### config.mk
export PLATFORM = sky130hd
export DESIGN_NAME = sync_fifo_ff_flat
export DESIGN_NICKNAME = d
export VERILOG_FILES = /design/src/rtl/sync_fifo_ff_pkg.sv /design/src/rtl/sync_fifo_ff_if.sv /design/src/rtl/sync_fifo_ff.sv /design/src/flat_wrapper.sv
export SDC_FILE = /design/constraint.sdc
export NUM_CORES = 2
export LEC_CHECK = 0
export BUFFER_PORTS_ARGS = -buffer_cell sky130_fd_sc_hd__buf_2
export CAP_MARGIN = 10
export CORE_MARGIN = 3
export CORE_UTILIZATION = 25
export CTS_BUF_LIST = sky130_fd_sc_hd__clkbuf_4 sky130_fd_sc_hd__clkbuf_8
export DETAILED_ROUTE_END_ITERATION = 10
export GPL_TIMING_DRIVEN = 0
export PLACE_DENSITY = 0.39
export SETUP_SLACK_MARGIN = 0.02
export SYNTH_ARGS = -nofsm -noshare
export SYNTH_HDL_FRONTEND = slang
export SYNTH_MEMORY_MAX_BITS = 65536
export SYNTH_SLANG_ARGS = --single-unit
### constraint.sdc
create_clock -name iCLK -period 4.4 [get_ports iCLK]
set_input_delay 0 -clock iCLK [delete_from_list [all_inputs] [get_ports iCLK]]
set_output_delay 0 -clock iCLK [all_outputs]
set_load 0.05 [all_outputs]
### src/rtl/sync_fifo_ff_pkg.sv
// Shared defaults for the flip-flop FWFT FIFO and its bus interface.
package sync_fifo_ff_pkg;

    localparam int DW_DEF   = 18;
    localparam int AW_DEF   = 8;
    localparam int FOFF_DEF = 64;

endpackage

### src/rtl/sync_fifo_ff_if.sv
// Write/read/status bundle of the FWFT FIFO; the FIFO is the slave, the producer/consumer side the master.
interface sync_fifo_ff_if
    import sync_fifo_ff_pkg::*;
#(
    parameter int DW = DW_DEF,
    parameter int AW = AW_DEF
) ();

    logic          WR_REQ;
    logic [DW-1:0] WR_DI;
    logic          RD_REQ;
    logic [DW-1:0] RD_DO;
    logic [AW:0]   DEPTH;
    logic          EMPTY;
    logic          FULL;
    logic          AFULL;

    modport master (
        output WR_REQ, WR_DI, RD_REQ,
        input  RD_DO, DEPTH, EMPTY, FULL, AFULL
    );

    modport slave (
        input  WR_REQ, WR_DI, RD_REQ,
        output RD_DO, DEPTH, EMPTY, FULL, AFULL
    );

endinterface

### src/rtl/sync_fifo_ff.sv
// Single-clock register-array FIFO with first-word-fall-through head and occupancy flags.
module sync_fifo_ff
    import sync_fifo_ff_pkg::*;
#(
    parameter int DW   = DW_DEF,
    parameter int AW   = AW_DEF,
    parameter int FOFF = FOFF_DEF
) (
    input  logic           iCLK,
    input  logic           iRSTN,
    input  logic           INIT,
    sync_fifo_ff_if.slave  bus
);

    localparam logic [AW:0]   DEPTH_MAX = {1'b1, {AW{1'b0}}};
    localparam logic [AW:0]   AFULL_TH  = DEPTH_MAX - (AW+1)'(FOFF);
    localparam logic [AW:0]   DEPTH_ONE = {{AW{1'b0}}, 1'b1};
    localparam logic [AW-1:0] PTR_ONE   = {{(AW-1){1'b0}}, 1'b1};

    logic [DW-1:0] mem_r [2**AW];
    logic [AW-1:0] wr_ptr_r;
    logic [AW-1:0] rd_ptr_r;
    logic [AW:0]   depth_r;

    logic          empty_s;
    logic          full_s;
    logic          afull_s;
    logic          wr_ok_s;
    logic          rd_ok_s;

    // Flags and effective-transfer qualifiers, all derived from the registered count.
    always_comb begin
        empty_s = (depth_r == {(AW+1){1'b0}});
        full_s  = (depth_r == DEPTH_MAX);
        afull_s = (depth_r >= AFULL_TH);
        // A write into a full FIFO is still legal when the head leaves in the same cycle.
        wr_ok_s = bus.WR_REQ & (~full_s | bus.RD_REQ);
        rd_ok_s = bus.RD_REQ & ~empty_s;
    end

    // Storage array; deliberately not reset so clears only move pointers.
    always_ff @(posedge iCLK) begin
        if (!INIT && wr_ok_s) begin
            mem_r[wr_ptr_r] <= bus.WR_DI;
        end
    end

    // Read and write pointers, wrapping naturally at the array size.
    always_ff @(posedge iCLK or negedge iRSTN) begin
        if (!iRSTN) begin
            wr_ptr_r <= {AW{1'b0}};
            rd_ptr_r <= {AW{1'b0}};
        end else if (INIT) begin
            wr_ptr_r <= {AW{1'b0}};
            rd_ptr_r <= {AW{1'b0}};
        end else begin
            if (wr_ok_s) begin
                wr_ptr_r <= wr_ptr_r + PTR_ONE;
            end
            if (rd_ok_s) begin
                rd_ptr_r <= rd_ptr_r + PTR_ONE;
            end
        end
    end

    // Occupancy counter; simultaneous accepted write and read cancel out.
    always_ff @(posedge iCLK or negedge iRSTN) begin
        if (!iRSTN) begin
            depth_r <= {(AW+1){1'b0}};
        end else if (INIT) begin
            depth_r <= {(AW+1){1'b0}};
        end else begin
            case ({wr_ok_s, rd_ok_s})
                2'b10:   depth_r <= depth_r + DEPTH_ONE;
                2'b01:   depth_r <= depth_r - DEPTH_ONE;
                default: depth_r <= depth_r;
            endcase
        end
    end

    assign bus.RD_DO = mem_r[rd_ptr_r];
    assign bus.DEPTH = depth_r;
    assign bus.EMPTY = empty_s;
    assign bus.FULL  = full_s;
    assign bus.AFULL = afull_s;

endmodule

### src/flat_wrapper.sv
// flat-port wrapper written by rule: the top's interface ports become plain ports
module sync_fifo_ff_flat import sync_fifo_ff_pkg::*;
#(
    parameter int DW   = DW_DEF,
    parameter int AW   = AW_DEF,
    parameter int FOFF = FOFF_DEF
)
  (iCLK, iRSTN, INIT, bus_WR_REQ, bus_WR_DI, bus_RD_REQ, bus_RD_DO, bus_DEPTH, bus_EMPTY, bus_FULL, bus_AFULL);
  sync_fifo_ff_if #(.DW(DW), .AW(AW)) bus_i ();
  input  logic iCLK;
  input  logic iRSTN;
  input  logic INIT;
  input wire logic [$bits(bus_i.WR_REQ)-1:0] bus_WR_REQ;
  input wire logic [$bits(bus_i.WR_DI)-1:0] bus_WR_DI;
  input wire logic [$bits(bus_i.RD_REQ)-1:0] bus_RD_REQ;
  output wire logic [$bits(bus_i.RD_DO)-1:0] bus_RD_DO;
  output wire logic [$bits(bus_i.DEPTH)-1:0] bus_DEPTH;
  output wire logic [$bits(bus_i.EMPTY)-1:0] bus_EMPTY;
  output wire logic [$bits(bus_i.FULL)-1:0] bus_FULL;
  output wire logic [$bits(bus_i.AFULL)-1:0] bus_AFULL;
  assign bus_i.WR_REQ = bus_WR_REQ;
  assign bus_i.WR_DI = bus_WR_DI;
  assign bus_i.RD_REQ = bus_RD_REQ;
  assign bus_RD_DO = bus_i.RD_DO;
  assign bus_DEPTH = bus_i.DEPTH;
  assign bus_EMPTY = bus_i.EMPTY;
  assign bus_FULL = bus_i.FULL;
  assign bus_AFULL = bus_i.AFULL;
  sync_fifo_ff #(.DW(DW), .AW(AW), .FOFF(FOFF)) u_core (.iCLK(iCLK), .iRSTN(iRSTN), .INIT(INIT), .bus(bus_i));
endmodule
==> impl_metrics.json <==
{
  "layout-drive-gt1-share_pct": 42.6,
  "syn-num-nets": 8069,
  "p_switching_mw": 49.0,
  "ys_ff_latch": 4633,
  "ant_nets": 0,
  "ys.flop_type": "edfxtp_1",
  "status": "complete, but fails checks",
  "grt_max_degree": 131,
  "cts.sinks": 4633,
  "fin_ws_ps": -1140,
  "final.period_utilization_pct": 126,
  "dr.pass1.iters": 6,
  "path_max_fanout": 10,
  "port_buffers": 51,
  "drv_slew": 0,
  "synthToLayoutAreaGrowth_pct": 31.1,
  "syn_area_per_cell_um2": 22.1,
  "netlist_area_um2": 178000,
  "cp-start-kind": "flop",
  "multiInputGateArea_um2": 41600,
  "min_path_type": "in2async",
  "power_mw": 135,
  "grt_pass1_vias": 103000,
  "initial_core_util_pct": 25.1,
  "finalSetupViolations": 142,
  "viasPerCell": 5.61,
  "wl_per_cell_um": 53.3,
  "p_sw_share_pct": 36.4,
  "drt-initial-drc-count": 21700,
  "tightest_slew_ps": 1350,
  "final_nets": 9981,
  "ioPinCount": 53,
  "clockBufferDepth": 4,
  "clock_latency_ps": 1390,
  "nFillCells": 67200,
  "end_kind": "output port",
  "leakage_nw": 72.2,
  "die_x_um": 849,
  "hpwl_um": 727000,
  "clkPwrFrac_pct": 29.0,
  "cts_made_buffers": 793,
  "clock-root-buffer": "clkbuf_8",
  "antenna_found_initial": 160,
  "relSlewSlack_pct": 9.98,
  "rsz0062_at_grt": "yes",
  "finalSetupTns_ps": -23070,
  "synth_edf_count": 4608,
  "overflow": 0,
  "max_freq_mhz": 181,
  "ir_drop_mv": 0.367,
  "synthArstFlopShare_pct": 0.540,
  "utilization_pct": 32.9,
  "wl_um": 1070000,
  "netlist_instances": 8033,
  "period_minus_slack_ps": 5540,
  "core-area_um2": 708000,
  "cts_tree": "yes",
  "ys_top_cells_by_area": "edfxtp_1, mux4_2, mux2i_1",
  "synth_top_area_share_pct": 77.9,
  "hold_viol": 0,
  "skew_ps": 105,
  "violations": "negative setup slack",
  "combinationalPowerShare_pct": 34.8,
  "sequentialPowerShare_pct": 36.2,
  "cts.htree.levels": 6,
  "arrival_ps": 5540,
  "yosysSeqAreaShare_pct": 78.2,
  "grt_use_total_pct": 28.8,
  "cap_violations": 0,
  "ys_types": 75,
  "crit_type": "reg2out",
  "p_per_area_nw_per_um2": 578,
  "die_y_um": 849,
  "required_ps": 4400,
  "hold_ws_ps": 198,
  "synth_largest_area_cell": "edfxtp_1",
  "floorplan.rows": 309,
  "gp_congestion": 1.00,
  "drc": 0,
  "clk_pin_slew_ps": 60,
  "die_area_um2": 721000,
  "ys_warn_count": 0,
  "grt_pass1_wl_um": 1300000,
  "num_vias": 113000,
  "p_int_mw": 85.7,
  "register_area_um2": 139000,
  "dp_slack_ps": -2810
}
==> worst max-delay path, cell delays in order (launching register included) <==
cell and delay (ps):
dfrtp_2 490, nor2b_1 160, buf_6 330, clkbuf_8 310, buf_12 200, clkbuf_4 360
buf_16 220, a221oi_1 160, a2111oi_4 810, o41ai_4 340, a31o_4 400, buf_8 190
==> worst paths after layout <==
| kind | from | endpoint | slack (ps) | depth (start not counted) |
|---|---|---|---|---|
| max in group asynchronous | iRSTN | u_core.rd_ptr_r[3] | 3920 | 5 |
| worst min register to register | u_core.bus.DEPTH[5] | u_core.bus.DEPTH[5] | 570 | 2 |
| worst max-delay path | u_core.rd_ptr_r[1] | bus_RD_DO[7] | -1140 | 11 |
| worst max register to register | u_core.wr_ptr_r[2] | u_core.mem_r[198][11] | -170 | 6 |
| worst min-delay path | iRSTN | u_core.bus.DEPTH[5] | 200 | 5 |
| min in group iCLK | bus_WR_DI[3] | u_core.mem_r[80][3] | 200 | 4 |
==> sequential cells by signal (all words and copies together) (netlist names) <==
register	cells
u_core.mem_r	4608
u_core.bus.DEPTH	9
u_core.rd_ptr_r	8
u_core.wr_ptr_r	8
==> cells in the mapped netlist (all sizes together), types with 6 or more instances <==
cell	count
edfxtp	4608
mux4	1022
mux2i	345
nor2	317
buf	279
a22oi	232
clkbuf	199
a21oi	191
nand2	118
a221oi	117
o21ai	92
o22ai	47
o221ai	44
a211oi	43
a22o	36
nand3	35
nor3	30
dfrtp	25
a31oi	20
nor2b	17
o31ai	15
nor4	13
ha	12
xnor2	12
o21a	11
and2	10
inv	10
or3	9
or4	8
a2111oi	7
xor2	7
a211o	6
a31o	6
a32o	6
nand2b	6
nand3b	6
nand4	6
==> routing by layer <==
metal | vias up | routed length [um] | track usage [%] | share of wire [%]
li1 | 38500 | - | - | -
met4 | 48 | 90600 | 20.3 | 8.4
met3 | 2324 | 141000 | 11.4 | 13
met5 | - | 889 | 0.595 | 0.083
met1 | 62200 | 389000 | 35.4 | 36
met2 | 9907 | 451000 | 41.1 | 42
==> power groups by stage <==
| stage | combinational [mW] | clock, mW | sequential (mW) |
|---|---|---|---|
| after floorplan | 13.4 | 0 | 49.7 |
| after global placement | 33.8 | 0 | 49.8 |
| after detailed placement | 35.0 | 0 | 49.6 |
| after CTS | 44.0 | 39.3 | 48.7 |
| after global routing | 45.8 | 41.2 | 48.7 |
| final | 46.9 | 39.1 | 48.7 |
==> layout by cell type, fill, tap and decap left out, types with 17 or more instances in the layout <==
| cell type | synthesis | layout |
|---|---|---|
| a22oi_1 | 232 | 182 |
| buf_8 | 7 | 91 |
| nor2_1 | 317 | 43 |
| a221oi_2 | 8 | 34 |
| nand2_2 | 0 | 19 |
| o21ai_4 | 0 | 22 |
| a211oi_1 | 43 | 17 |
| a221oi_1 | 109 | 52 |
| nand2_1 | 118 | 94 |
| dlygate4sd3_1 | 0 | 50 |
| a21oi_2 | 0 | 35 |
| a21oi_4 | 0 | 22 |
| buf_2 | 118 | 25 |
| nor2_4 | 0 | 260 |
| buf_4 | 59 | 406 |
| edfxtp_1 | 4608 | 4608 |
| a221oi_4 | 0 | 31 |
| mux2i_1 | 345 | 315 |
| clkbuf_4 | 1 | 313 |
| diode_2 | 0 | 97 |
| o21ai_0 | 62 | 25 |
| buf_6 | 67 | 95 |
| clkinv_1 | 2 | 205 |
| dfrtp_1 | 25 | 22 |
| o21ai_1 | 30 | 32 |
| o22ai_1 | 47 | 27 |
| o221ai_1 | 44 | 38 |
| mux4_2 | 1022 | 1022 |
| clkbuf_2 | 0 | 80 |
| a22o_1 | 36 | 30 |
| clkinv_2 | 0 | 53 |
| a22oi_2 | 0 | 50 |
| buf_12 | 1 | 429 |
| clkbuf_8 | 0 | 856 |
| buf_16 | 0 | 307 |
| a21oi_1 | 191 | 134 |
==> cells by family after synthesis <==
group	synth area share [%]
xor+xnor	0.0936
buf+inv	1.58
mux	14.9
fa+ha+maj	0.0958
compound gates	3.64
flops	78.2
simple gates	1.48
==> per-stage QoR <==
| step | cell area (um2) | std cells |
|---|---|---|
| 4_1_cts | 230000 | 19900 |
| 2_1_floorplan | 178000 | 8033 |
| 3_3_place_gp | 190000 | 17600 |
| 5_1_grt | 233000 | 20100 |
| 6_report | 233000 | 20100 |
| 3_5_place_dp | 202000 | 18000 |
==> repair_timing <==
action / in CTS / in global routing
gates resized for setup: 1644 / 226
setup buffers: 418 / 128
hold buffers: 66 / 0
pin swaps: 101 / 104
setup endpoints to repair: 3259 / 2854
hold endpoints to repair: 4658 / 0
cloned: 8 / 0
==> final cells by class <==
class,instances,share of cell area (%)
Sequential cell,4633,59.7
Inverter,12,0.0252
Timing Repair Buffer,1120,7.43
Multi-Input combinational cell,2910,17.9
Antenna cell,97,0.104
Buffer,475,3.29
Clock buffer,1085,5.67
Tap cell,9485,5.10
Clock inverter,323,0.846
No activity file was read; power rests on OpenSTA's default activity.
